--- src/rtl/micro_board_evaluator_pkg.sv ---
// Shared encodings for the micro board evaluator: results, FSM states, line table.
// Latency: n/a (declarations only).
// Backpressure: n/a.
package micro_board_evaluator_pkg;

   localparam int NUM_CELLS = 9;
   localparam int NUM_LINES = 8;

   // Result / cell encodings; DRAW doubles as "both players won".
   localparam logic [1:0] RES_ONGOING = 2'b00;
   localparam logic [1:0] RES_P1      = 2'b01;
   localparam logic [1:0] RES_P2      = 2'b10;
   localparam logic [1:0] RES_DRAW    = 2'b11;

   typedef enum logic [2:0] {
      ST_IDLE  = 3'd0,
      ST_FETCH = 3'd1,
      ST_CAPT  = 3'd2,
      ST_EVAL  = 3'd3,
      ST_WRITE = 3'd4
   } state_e;

   // Winning lines as 1-based cell numbers: rows, columns, diagonals.
   localparam int WIN_LINES [NUM_LINES][3] = '{
      '{1, 2, 3}, '{4, 5, 6}, '{7, 8, 9},
      '{1, 4, 7}, '{2, 5, 8}, '{3, 6, 9},
      '{1, 5, 9}, '{3, 5, 7}
   };

   // Cell idx (1..9) lives at bits [2*(idx-1) +: 2] of a packed board.
   function automatic logic [1:0] cell_of(input logic [2*NUM_CELLS-1:0] cells, input int idx);
      return cells[2*(idx-1) +: 2];
   endfunction

   function automatic logic macro_addr_ok(input logic [3:0] a);
      return (a >= 4'd1) && (a <= 4'd9);
   endfunction

endpackage

--- src/rtl/micro_board_evaluator_win.sv ---
// micro_win_check: maps a packed 3x3 board of 2-bit cells to a 2-bit result.
// Latency: purely combinational, 0 cycles.
// Backpressure: none; usable for the micro boards and for the macro board alike.
module micro_win_check
   import micro_board_evaluator_pkg::*;
(
   input  logic [2*NUM_CELLS-1:0] cells,
   output logic [1:0]             result
);

   logic p1_win;
   logic p2_win;
   logic full;

   // Look for a line owned entirely by one player and note whether every cell is taken.
   always_comb begin
      p1_win = 1'b0;
      p2_win = 1'b0;
      full   = 1'b1;
      for (int l = 0; l < NUM_LINES; l++) begin
         if (cell_of(cells, WIN_LINES[l][0]) == RES_P1 &&
             cell_of(cells, WIN_LINES[l][1]) == RES_P1 &&
             cell_of(cells, WIN_LINES[l][2]) == RES_P1)
            p1_win = 1'b1;
         if (cell_of(cells, WIN_LINES[l][0]) == RES_P2 &&
             cell_of(cells, WIN_LINES[l][1]) == RES_P2 &&
             cell_of(cells, WIN_LINES[l][2]) == RES_P2)
            p2_win = 1'b1;
      end
      for (int c = 1; c <= NUM_CELLS; c++) begin
         if (cell_of(cells, c) == RES_ONGOING)
            full = 1'b0;
      end
      if (p1_win && p2_win)
         result = RES_DRAW;
      else if (p1_win)
         result = RES_P1;
      else if (p2_win)
         result = RES_P2;
      else if (full)
         result = RES_DRAW;
      else
         result = RES_ONGOING;
   end

endmodule

--- src/rtl/micro_board_evaluator.sv ---
// Reads the 9 cells of one micro board, evaluates it and writes the result to the board-state RAM.
// Latency: start at cycle 0 -> done/state_we at cycle 12; next start accepted at cycle 13.
// Backpressure: none; start while busy (including the WRITE cycle) is dropped, not queued.
module micro_board_evaluator
   import micro_board_evaluator_pkg::*;
#(
   parameter bit WRITE_ONGOING = 1'b1
) (
   input  logic       clk,
   input  logic       clear_n,
   input  logic       start,
   input  logic [3:0] macro_addr,
   input  logic [1:0] cell_rdata,
   output logic [3:0] macro_sel,
   output logic [3:0] cell_addr,
   output logic       state_we,
   output logic [3:0] state_addr,
   output logic [1:0] state_data,
   output logic [1:0] result,
   output logic       busy,
   output logic       done
);

   state_e                 state_q,      state_d;
   logic [3:0]             macro_sel_q,  macro_sel_d;
   logic [3:0]             cell_addr_q,  cell_addr_d;
   logic [2*NUM_CELLS-1:0] shadow_q,     shadow_d;
   logic [1:0]             result_q,     result_d;
   logic [1:0]             state_data_q, state_data_d;
   logic                   state_we_q,   state_we_d;
   logic                   busy_q,       busy_d;
   logic                   done_q,       done_d;

   logic [1:0]             win_res;

   micro_win_check u_win_check (
      .cells  (shadow_q),
      .result (win_res)
   );

   // Next-state and next-output logic; every output is registered.
   always_comb begin
      state_d      = state_q;
      macro_sel_d  = macro_sel_q;
      cell_addr_d  = cell_addr_q;
      shadow_d     = shadow_q;
      result_d     = result_q;
      state_data_d = state_data_q;
      state_we_d   = 1'b0;
      done_d       = 1'b0;
      busy_d       = busy_q;

      case (state_q)
         ST_IDLE: begin
            cell_addr_d = 4'd0;
            busy_d      = 1'b0;
            if (start) begin
               if (macro_addr_ok(macro_addr)) begin
                  macro_sel_d = macro_addr;
                  shadow_d    = '0;
                  cell_addr_d = 4'd1;
                  busy_d      = 1'b1;
                  state_d     = ST_FETCH;
               end else begin
                  // Out-of-range board: acknowledge without touching any state.
                  done_d = 1'b1;
               end
            end
         end

         ST_FETCH: begin
            // Read data lags the address by one cycle, so capture the previous cell.
            if (cell_addr_q >= 4'd2)
               shadow_d[2*(int'(cell_addr_q)-2) +: 2] = cell_rdata;
            if (cell_addr_q == 4'd9) begin
               cell_addr_d = 4'd0;
               state_d     = ST_CAPT;
            end else begin
               cell_addr_d = cell_addr_q + 4'd1;
            end
         end

         ST_CAPT: begin
            shadow_d[2*NUM_CELLS-1 -: 2] = cell_rdata;
            state_d                      = ST_EVAL;
         end

         ST_EVAL: begin
            result_d     = win_res;
            state_data_d = win_res;
            done_d       = 1'b1;
            state_we_d   = !((win_res == RES_ONGOING) && !WRITE_ONGOING);
            state_d      = ST_WRITE;
         end

         ST_WRITE: begin
            busy_d  = 1'b0;
            state_d = ST_IDLE;
         end

         default: begin
            cell_addr_d = 4'd0;
            busy_d      = 1'b0;
            state_d     = ST_IDLE;
         end
      endcase
   end

   // FSM and output registers; clear_n aborts any evaluation in flight.
   always_ff @(posedge clk or negedge clear_n) begin
      if (!clear_n) begin
         state_q      <= ST_IDLE;
         macro_sel_q  <= '0;
         cell_addr_q  <= '0;
         shadow_q     <= '0;
         result_q     <= '0;
         state_data_q <= '0;
         state_we_q   <= 1'b0;
         busy_q       <= 1'b0;
         done_q       <= 1'b0;
      end else begin
         state_q      <= state_d;
         macro_sel_q  <= macro_sel_d;
         cell_addr_q  <= cell_addr_d;
         shadow_q     <= shadow_d;
         result_q     <= result_d;
         state_data_q <= state_data_d;
         state_we_q   <= state_we_d;
         busy_q       <= busy_d;
         done_q       <= done_d;
      end
   end

   assign macro_sel  = macro_sel_q;
   assign cell_addr  = cell_addr_q;
   assign state_we   = state_we_q;
   assign state_addr = macro_sel_q;
   assign state_data = state_data_q;
   assign result     = result_q;
   assign busy       = busy_q;
   assign done       = done_q;

endmodule

--- config.mk ---
export PLATFORM = sky130hd
export DESIGN_NAME = micro_board_evaluator
export DESIGN_NICKNAME = d
export VERILOG_FILES = /design/src/rtl/micro_board_evaluator_pkg.sv /design/src/rtl/micro_board_evaluator_win.sv /design/src/rtl/micro_board_evaluator.sv
export SDC_FILE = /design/constraint.sdc
export NUM_CORES = 1
export LEC_CHECK = 0
export BUFFER_PORTS_ARGS = -buffer_cell sky130_fd_sc_hd__buf_2
export CORE_MARGIN = 5
export CORE_UTILIZATION = 45
export DETAILED_ROUTE_END_ITERATION = 12
export PLACE_DENSITY_LB_ADDON = 0.1
export RECOVER_POWER = 25
export REMOVE_ABC_BUFFERS = 1
export SYNTH_ARGS = -nofsm -noshare
export SYNTH_HDL_FRONTEND = slang
export SYNTH_SLANG_ARGS = --single-unit
--- constraint.sdc ---
create_clock -name clk -period 6.47 [get_ports clk]
set_input_delay 0.3235 -clock clk [delete_from_list [all_inputs] [get_ports clk]]
set_output_delay 0.3235 -clock clk [all_outputs]
set_load 0.05 [all_outputs]
==> flow_metrics.py, run 1 <==
metrics = {
    "routing": {
        "drcViolationCount": 0,
        "top_layer_used": "met4",
        "firstDrtPassIters": 4,
        "wl_per_cell_um": 15.8,
        "via_per_inst": 5.84,
        "wl_met1_um": 2430,
        "drt.antenna.violating_nets": 0,
        "route.met2.wl_um": 2600,
        "dr.first_iter.drc_count": 84,
        "dr_wl_met3_um": 173,
        "num_vias": 1939,
        "drt_wl_total_um": 5250,
    },
    "cells_and_area": {
        "stdcell_count": 332,
        "multi_input_area_um2": 1230,
        "fin_area_um2": 2500,
        "post-route-util": 0.523,
        "seqCellArea_um2": 851,
        "drive_above_1_share": 0.192,
        "nFillCells": 453,
        "diodes": 0,
        "num-nets-final": 287,
        "area_delta_synth_final_pct": 10.9,
    },
    "power": {
        "swShare": 0.511,
        "p_total_mw": 1.30,
        "ir_drop_mv": 0.328,
        "share_seq_of_total_power": 0.301,
        "pwr-share-comb": 0.544,
        "p_per_area_nw_per_um2": 518,
        "p_int_uw": 634,
        "clkPwrFrac": 0.155,
        "switchingPower_uw": 664,
        "power_leakage_nw": 1.04,
    },
    "synth": {
        "yosysMostFrequentCell": "dfrtp_1",
        "synth_common_cells": "dfrtp_1, inv_1, o22ai_1",
        "synth_top_area_frac": 0.377,
        "yosysUniqueCellTypes": 51,
        "postSynthAreaPerCell_um2": 9.33,
        "ys_seq_area_frac": 0.377,
        "syn-cell-area_um2": 2260,
        "netlist_instances": 242,
        "synth_edf_count": 0,
        "yosysTopAreaCell": "dfrtp_1",
        "ys_ff_latch": 34,
        "ys_warn_count": 0,
        "synth_ff_type": "dfrtp_1",
        "ys_top_cells_by_area": "dfrtp_1, ha_1, o22ai_1, inv_1, a21oi_1",
        "synthArstFlopShare": 1.00,
    },
    "timing": {
        "fin_crit_sh": 0.526,
        "fin_hold_ws_ps": 291,
        "drv_slew": 35,
        "clock_skew_ps": 7.14,
        "rsz0062_at_grt": "no",
        "slew_headroom": -0.199,
        "fmax_mhz": 294,
        "finalWorstSetupSlack_ps": 3070,
        "min_period_ps": 3400,
        "setup-tns-final_ps": 0,
        "setup_viol": 0,
        "worst_pin_slew_ps": 1800,
        "final_hold_viol_count": 0,
    },
    "worst_setup_path": {
        "worst-path-max-fanout": 9,
        "crit_buf_inv": 1,
        "start_kind": "flop",
        "slowest_delay_ps": 470,
        "cp_common_cell": "ha_1",
        "critPathSlowestCell": "dfrtp_1",
        "critPathRequiredTime_ps": 6640,
        "worstSetupPathType": "reg -> reg",
        "rrSetupSlack_ps": 3070,
        "critPathArrivalTime_ps": 3580,
        "reg2reg_to": "shadow_q[17]$_DFFE_PN0P_",
        "cp_top_family": "simple AND/OR/NAND/NOR gates",
        "r2r_start": "cell_addr[2]$_DFFE_PN0N_",
        "worstSetupEndpointType": "flop",
        "path_cells": "inv_1 > ha_1 > ha_1 > nand3_1 > or2_2 > ha_1 > nor4b_2 > and4_1 > o2111ai_2 > a211o_1 > a32o_1",
        "rr_worst_depth": 11,
    },
    "hold_path": {
        "holdPathStages": 2,
        "hold_class": "in -> reg",
        "min_to": "macro_sel[0]$_DFFE_PN0P_",
        "hp-start": "macro_addr[0]",
    },
    "cts": {
        "ctsHtreeMaxLevel": 2,
        "cts.repair.resized": 0,
        "cts_tree": "done",
        "root_buffer": "clkbuf_8",
        "clock-sinks": 34,
        "hold_buffers": 0,
        "clk_latency_ps": 280,
        "postCtsSetupBuffers": 0,
        "cts_buffers": 5,
        "clock_path_buffers": 2,
        "clkTransAtPathRegs_ps": 70,
    },
    "global_routing": {
        "overflow": 0,
        "grt_max_degree": 35,
        "grt_pass1_vias": 1954,
        "antenna_found_initial": 0,
        "grt_usage": 0.174,
        "grt_pass1_wl_um": 9030,
    },
    "placement": {
        "place_worst_setup_slack_ps": 3060,
        "port_buffers": 27,
        "placed_cell_area_um2": 2390,
        "place.gp.congestion": 0.811,
        "hpwl_um": 4120,
        "placed_cells": 325,
    },
    "floorplan": {
        "std_cell_rows": 25,
        "die_h_um": 80.8,
        "core_area_um2": 4790,
        "dieWidth_um": 80.8,
        "io_pins": 28,
        "die_area_um2": 6530,
        "initial_core_util": 0.472,
    },
    "status": {
        "violations": "max-capacitance violations, max-slew violations",
        "status": "finished, violations left",
    },
    "flow_run": {
        "cap_violations": 1,
    },
}
## flip-flops by register name, indices dropped and copies added (netlist names)
signal and count:
state_we 1, state_data 2, state_q 3, done 1, cell_addr 4, busy 1, shadow_q 18, macro_sel 4
## routing by layer
| metal | track usage | vias to the layer above |
|---|---|---|
| met5 | 0 | - |
| met4 | 0.0507 | 0 |
| met3 | 0.0299 | 6 |
| met2 | 0.295 | 32 |
| met1 | 0.227 | 947 |
| li1 | - | 954 |
## logic make-up after synthesis
kind of cell | after synthesis | synth area share
AOI/OAI and AO/OA | 71 | 0.228
xor gates and xnor gates | 2 | 0.00776
adders and majority gates | 13 | 0.0721
buffers and inverters | 35 | 0.0770
DFF | 34 | 0.377
muxes | 4 | 0.0200
and+or+nand+nor | 83 | 0.218
## worst max path at each step
| stage | from | endpoint | slack [ps] | cells past startpoint |
|---|---|---|---|---|
| floorplan | cell_addr[2]$_DFFE_PN0N_ | shadow_q[16]$_DFFE_PN0P_ | 2960 | 11 |
| global placement | cell_addr[2]$_DFFE_PN0N_ | shadow_q[17]$_DFFE_PN0P_ | 3180 | 11 |
| detailed placement | cell_addr[1]$_DFFE_PN0N_ | shadow_q[17]$_DFFE_PN0P_ | 3060 | 11 |
| CTS | cell_addr[2]$_DFFE_PN0N_ | shadow_q[17]$_DFFE_PN0P_ | 3070 | 11 |
| global route | cell_addr[1]$_DFFE_PN0N_ | shadow_q[17]$_DFFE_PN0P_ | 2840 | 11 |
| finish | cell_addr[2]$_DFFE_PN0N_ | shadow_q[17]$_DFFE_PN0P_ | 3070 | 11 |
## area by class of cell
type / count / share of cell area
clock buffers: 6 / 0.0330
clock inverters: 1 / 0.0120
well taps: 67 / 0.0335
multi-input cells: 173 / 0.492
inverters: 24 / 0.0360
flip-flops and latches: 34 / 0.340
repair buffers: 27 / 0.0535
## placed cells by master (no fill, tap or decap), drive strengths merged, types with 3 or more instances in the layout
| cell type | Yosys | routed |
|---|---|---|
| nor4 | 3 | 3 |
| o311ai | 3 | 3 |
| buf | 10 | 26 |
| nand4 | 7 | 7 |
| inv | 24 | 24 |
| nand2b | 3 | 3 |
| o22ai | 19 | 19 |
| ha | 13 | 13 |
| mux2 | 4 | 4 |
| clkbuf | 1 | 7 |
| o21ai | 11 | 11 |
| nor2b | 7 | 7 |
| nor4bb | 5 | 5 |
| o2111ai | 4 | 4 |
| o211ai | 5 | 5 |
| and4 | 3 | 3 |
| nor3 | 8 | 8 |
| a21oi | 12 | 12 |
| nand2 | 16 | 16 |
| nor2 | 14 | 14 |
| dfrtp | 34 | 34 |
| nand3 | 7 | 7 |
## power by group through the flow
stage          logic, mW  registers (mW)  clock network, mW
2_1_floorplan      0.365           0.558                  0
3_3_place_gp       0.706           0.391                  0
3_5_place_dp       0.709           0.392                  0
4_1_cts            0.711           0.389              0.205
5_1_grt            0.774           0.406              0.213
6_report           0.707           0.390              0.201
No activity file was read; power rests on OpenSTA's default activity.
==> run 2: changes to the inputs <==
- ABC_AREA: not set -> 1
- clock period: 6.47 -> 2.84 ns (I/O delays scaled with it)
==> run 2 against run 1 <==
The run still ends with max-capacitance violations, max-slew violations left. Worst setup slack got worse by 2900 ps. Die area rose by 10%. Wire length rose by 22%. Clock skew fell by 3.8 ps. Critical path type unchanged. Largest power group unchanged. Highest routed layer unchanged.
==> flow_metrics.py, run 2 <==
metrics = {
    "cells_and_area": {
        "num-nets-final": 426,
        "nFillCells": 564,
        "drive_above_1_share": 0.151,
        "regMostFlops": "shadow_q",
        "largest_reg_flops": 18,
        "final_common_cell": "nand2_1",
        "final_cell_mix": "nand2_1, nor2_1, inv_1",
        "diodes": 0,
        "area_delta_synth_final_pct": 17.8,
    },
    "timing": {
        "min_period_ps": 2630,
        "final_hold_viol_count": 0,
        "slew_headroom": -0.236,
        "fin_crit_sh": 0.926,
        "setup_viol": 0,
        "worst_pin_slew_ps": 1850,
        "drv_slew": 35,
        "fmax_mhz": 380,
        "clock_skew_ps": 3.36,
        "fin_hold_ws_ps": 99.3,
        "setup-tns-final_ps": 0,
    },
    "global_routing": {
        "overflow": 0,
        "grt_pass1_wl_um": 10600,
        "antenna_found_initial": 0,
        "grt_usage": 0.182,
        "grt_pass1_vias": 2304,
        "grt_max_degree": 35,
    },
    "placement": {
        "place.gp.congestion": 0.860,
        "port_buffers": 27,
        "hpwl_um": 4840,
    },
    "floorplan": {
        "io_pins": 28,
        "die_area_um2": 7210,
        "die_h_um": 84.9,
        "core_area_um2": 5470,
        "std_cell_rows": 27,
        "dieWidth_um": 84.9,
        "initial_core_util": 0.462,
    },
    "status": {
        "violations": "max-capacitance violations, max-slew violations",
        "status": "finished, violations left",
    },
    "worst_setup_path": {
        "path_cells": "inv_1 > ha_2 > ha_4 > nand3_1 > or2_4 > ha_4 > nand2_1 > nor2_1 > nand3_1 > nand2_4 > nand4_2 > nor2_2 > nor2_1 > nor2_1 > nand2_1 > nand2_1",
        "start_kind": "flop",
        "critPathSlowestCell": "dfrtp_1",
        "worstSetupPathType": "reg -> reg",
        "slowest_delay_ps": 350,
        "worst-path-max-fanout": 6,
        "rr_worst_depth": 16,
        "worstSetupEndpointType": "flop",
        "critPathArrivalTime_ps": 2860,
        "critPathRequiredTime_ps": 3070,
    },
    "routing": {
        "drcViolationCount": 0,
        "wl_per_cell_um": 13.5,
        "via_per_inst": 5.12,
        "drt.antenna.violating_nets": 0,
        "num_vias": 2443,
        "dr.first_iter.drc_count": 142,
        "drt_wl_total_um": 6420,
        "firstDrtPassIters": 4,
    },
    "cts": {
        "clkTransAtPathRegs_ps": 80,
        "clock-sinks": 34,
        "cts_buffers": 5,
        "root_buffer": "clkbuf_8",
        "cts_tree": "done",
        "ctsHtreeMaxLevel": 2,
        "clock_path_buffers": 2,
        "clk_latency_ps": 290,
    },
    "synth": {
        "ys_top_cells_by_area": "dfrtp_1, nand2_1, nor2_1, inv_1, ha_1",
        "synth_ff_type": "dfrtp_1",
        "yosysTopAreaCell": "dfrtp_1",
        "yosysMostFrequentCell": "nand2_1",
        "netlist_instances": 372,
        "yosysUniqueCellTypes": 33,
        "synth_common_cells": "nand2_1, nor2_1, inv_1",
        "synth_top_area_frac": 0.337,
        "ys_ff_latch": 34,
        "postSynthAreaPerCell_um2": 6.79,
        "ys_seq_area_frac": 0.337,
        "synth_edf_count": 0,
        "synthArstFlopShare": 1.00,
        "ys_warn_count": 0,
        "syn-cell-area_um2": 2530,
    },
    "flow_run": {
        "cap_violations": 1,
    },
    "power": {
        "p_per_area_nw_per_um2": 959,
        "ir_drop_mv": 0.625,
        "power_leakage_nw": 1.42,
        "p_total_mw": 2.85,
    },
    "hold_path": {
        "holdPathStages": 2,
        "hold_class": "in -> reg",
    },
}
[run 2: worst paths after layout]
path | start | end | slack [ps]
max | cell_addr[1]$_DFFE_PN0N_ | shadow_q[2]$_DFFE_PN0P_ | 210
min reg2reg | macro_sel[2]$_DFFE_PN0P_ | macro_sel[2]$_DFFE_PN0P_ | 520
min in group asynchronous | clear_n | macro_sel[2]$_DFFE_PN0P_ | 900
max reg2reg | cell_addr[1]$_DFFE_PN0N_ | shadow_q[2]$_DFFE_PN0P_ | 210
max in group asynchronous | clear_n | state_data[1]$_DFFE_PN0P_ | 880
min | macro_addr[0] | macro_sel[0]$_DFFE_PN0P_ | 100
[run 2: through the flow]
| step | setup slack, ps | utilization | cells | area [um^2] |
|---|---|---|---|---|
| floorplan | -128 | - | 364 | 2470 |
| CTS | 59.7 | 0.521 | 476 | 2850 |
| global placement | 146 | 0.498 | 467 | 2730 |
| detailed placement | 73.5 | 0.498 | 467 | 2730 |
| finish | 210 | 0.544 | 477 | 2980 |
| global route | -41.0 | 0.544 | 477 | 2980 |
[run 2: per-layer routing]
metal  up-vias  track usage  wire length, um
met2        50        0.295             2970
met5         -            0                0
met4         0       0.0748              138
met3        10       0.0320              269
met1      1133        0.239             3040
li1       1250            -                -
[run 2: what timing repair did]
item                       4_1_cts  5_1_grt
setup buffers                    0        1
resized for setup                0       24
setup endpoints to repair        0       18
hold buffers                     1        0
hold endpoints to repair        34        0
[run 2: cell type report]
class / instances / area (um^2) / share of cell area
clock buffer: 5 / 68.8 / 0.0231
clock inverter: 3 / 45.0 / 0.0151
inverter: 53 / 199 / 0.0668
multi-input combinational: 277 / 1560 / 0.524
sequential: 34 / 851 / 0.286
tap: 72 / 90.1 / 0.0303
timing repair buffer: 33 / 163 / 0.0546
[run 2: logic make-up after synthesis]
| logic type | share of synthesized area |
|---|---|
| AOI/OAI and AO/OA | 0.0877 |
| xor gates and xnor gates | 0.0134 |
| adders and majority gates | 0.0644 |
| buffers and inverters | 0.101 |
| DFF | 0.337 |
| muxes | 0.00446 |
| and+or+nand+nor | 0.393 |
[run 2: critical path, delay by kind of cell (launching register included)]
kind,cells,cell delay [ps]
AND/OR/NAND/NOR,12,1390
adder cells (fa/ha/maj),3,740
flip-flops,1,350
buffers and inverters,1,80
[run 2: where the power goes]
group	switching [mW]	internal [mW]
clock network	0.199	0.261
registers	0.0986	0.589
logic	1.26	0.449
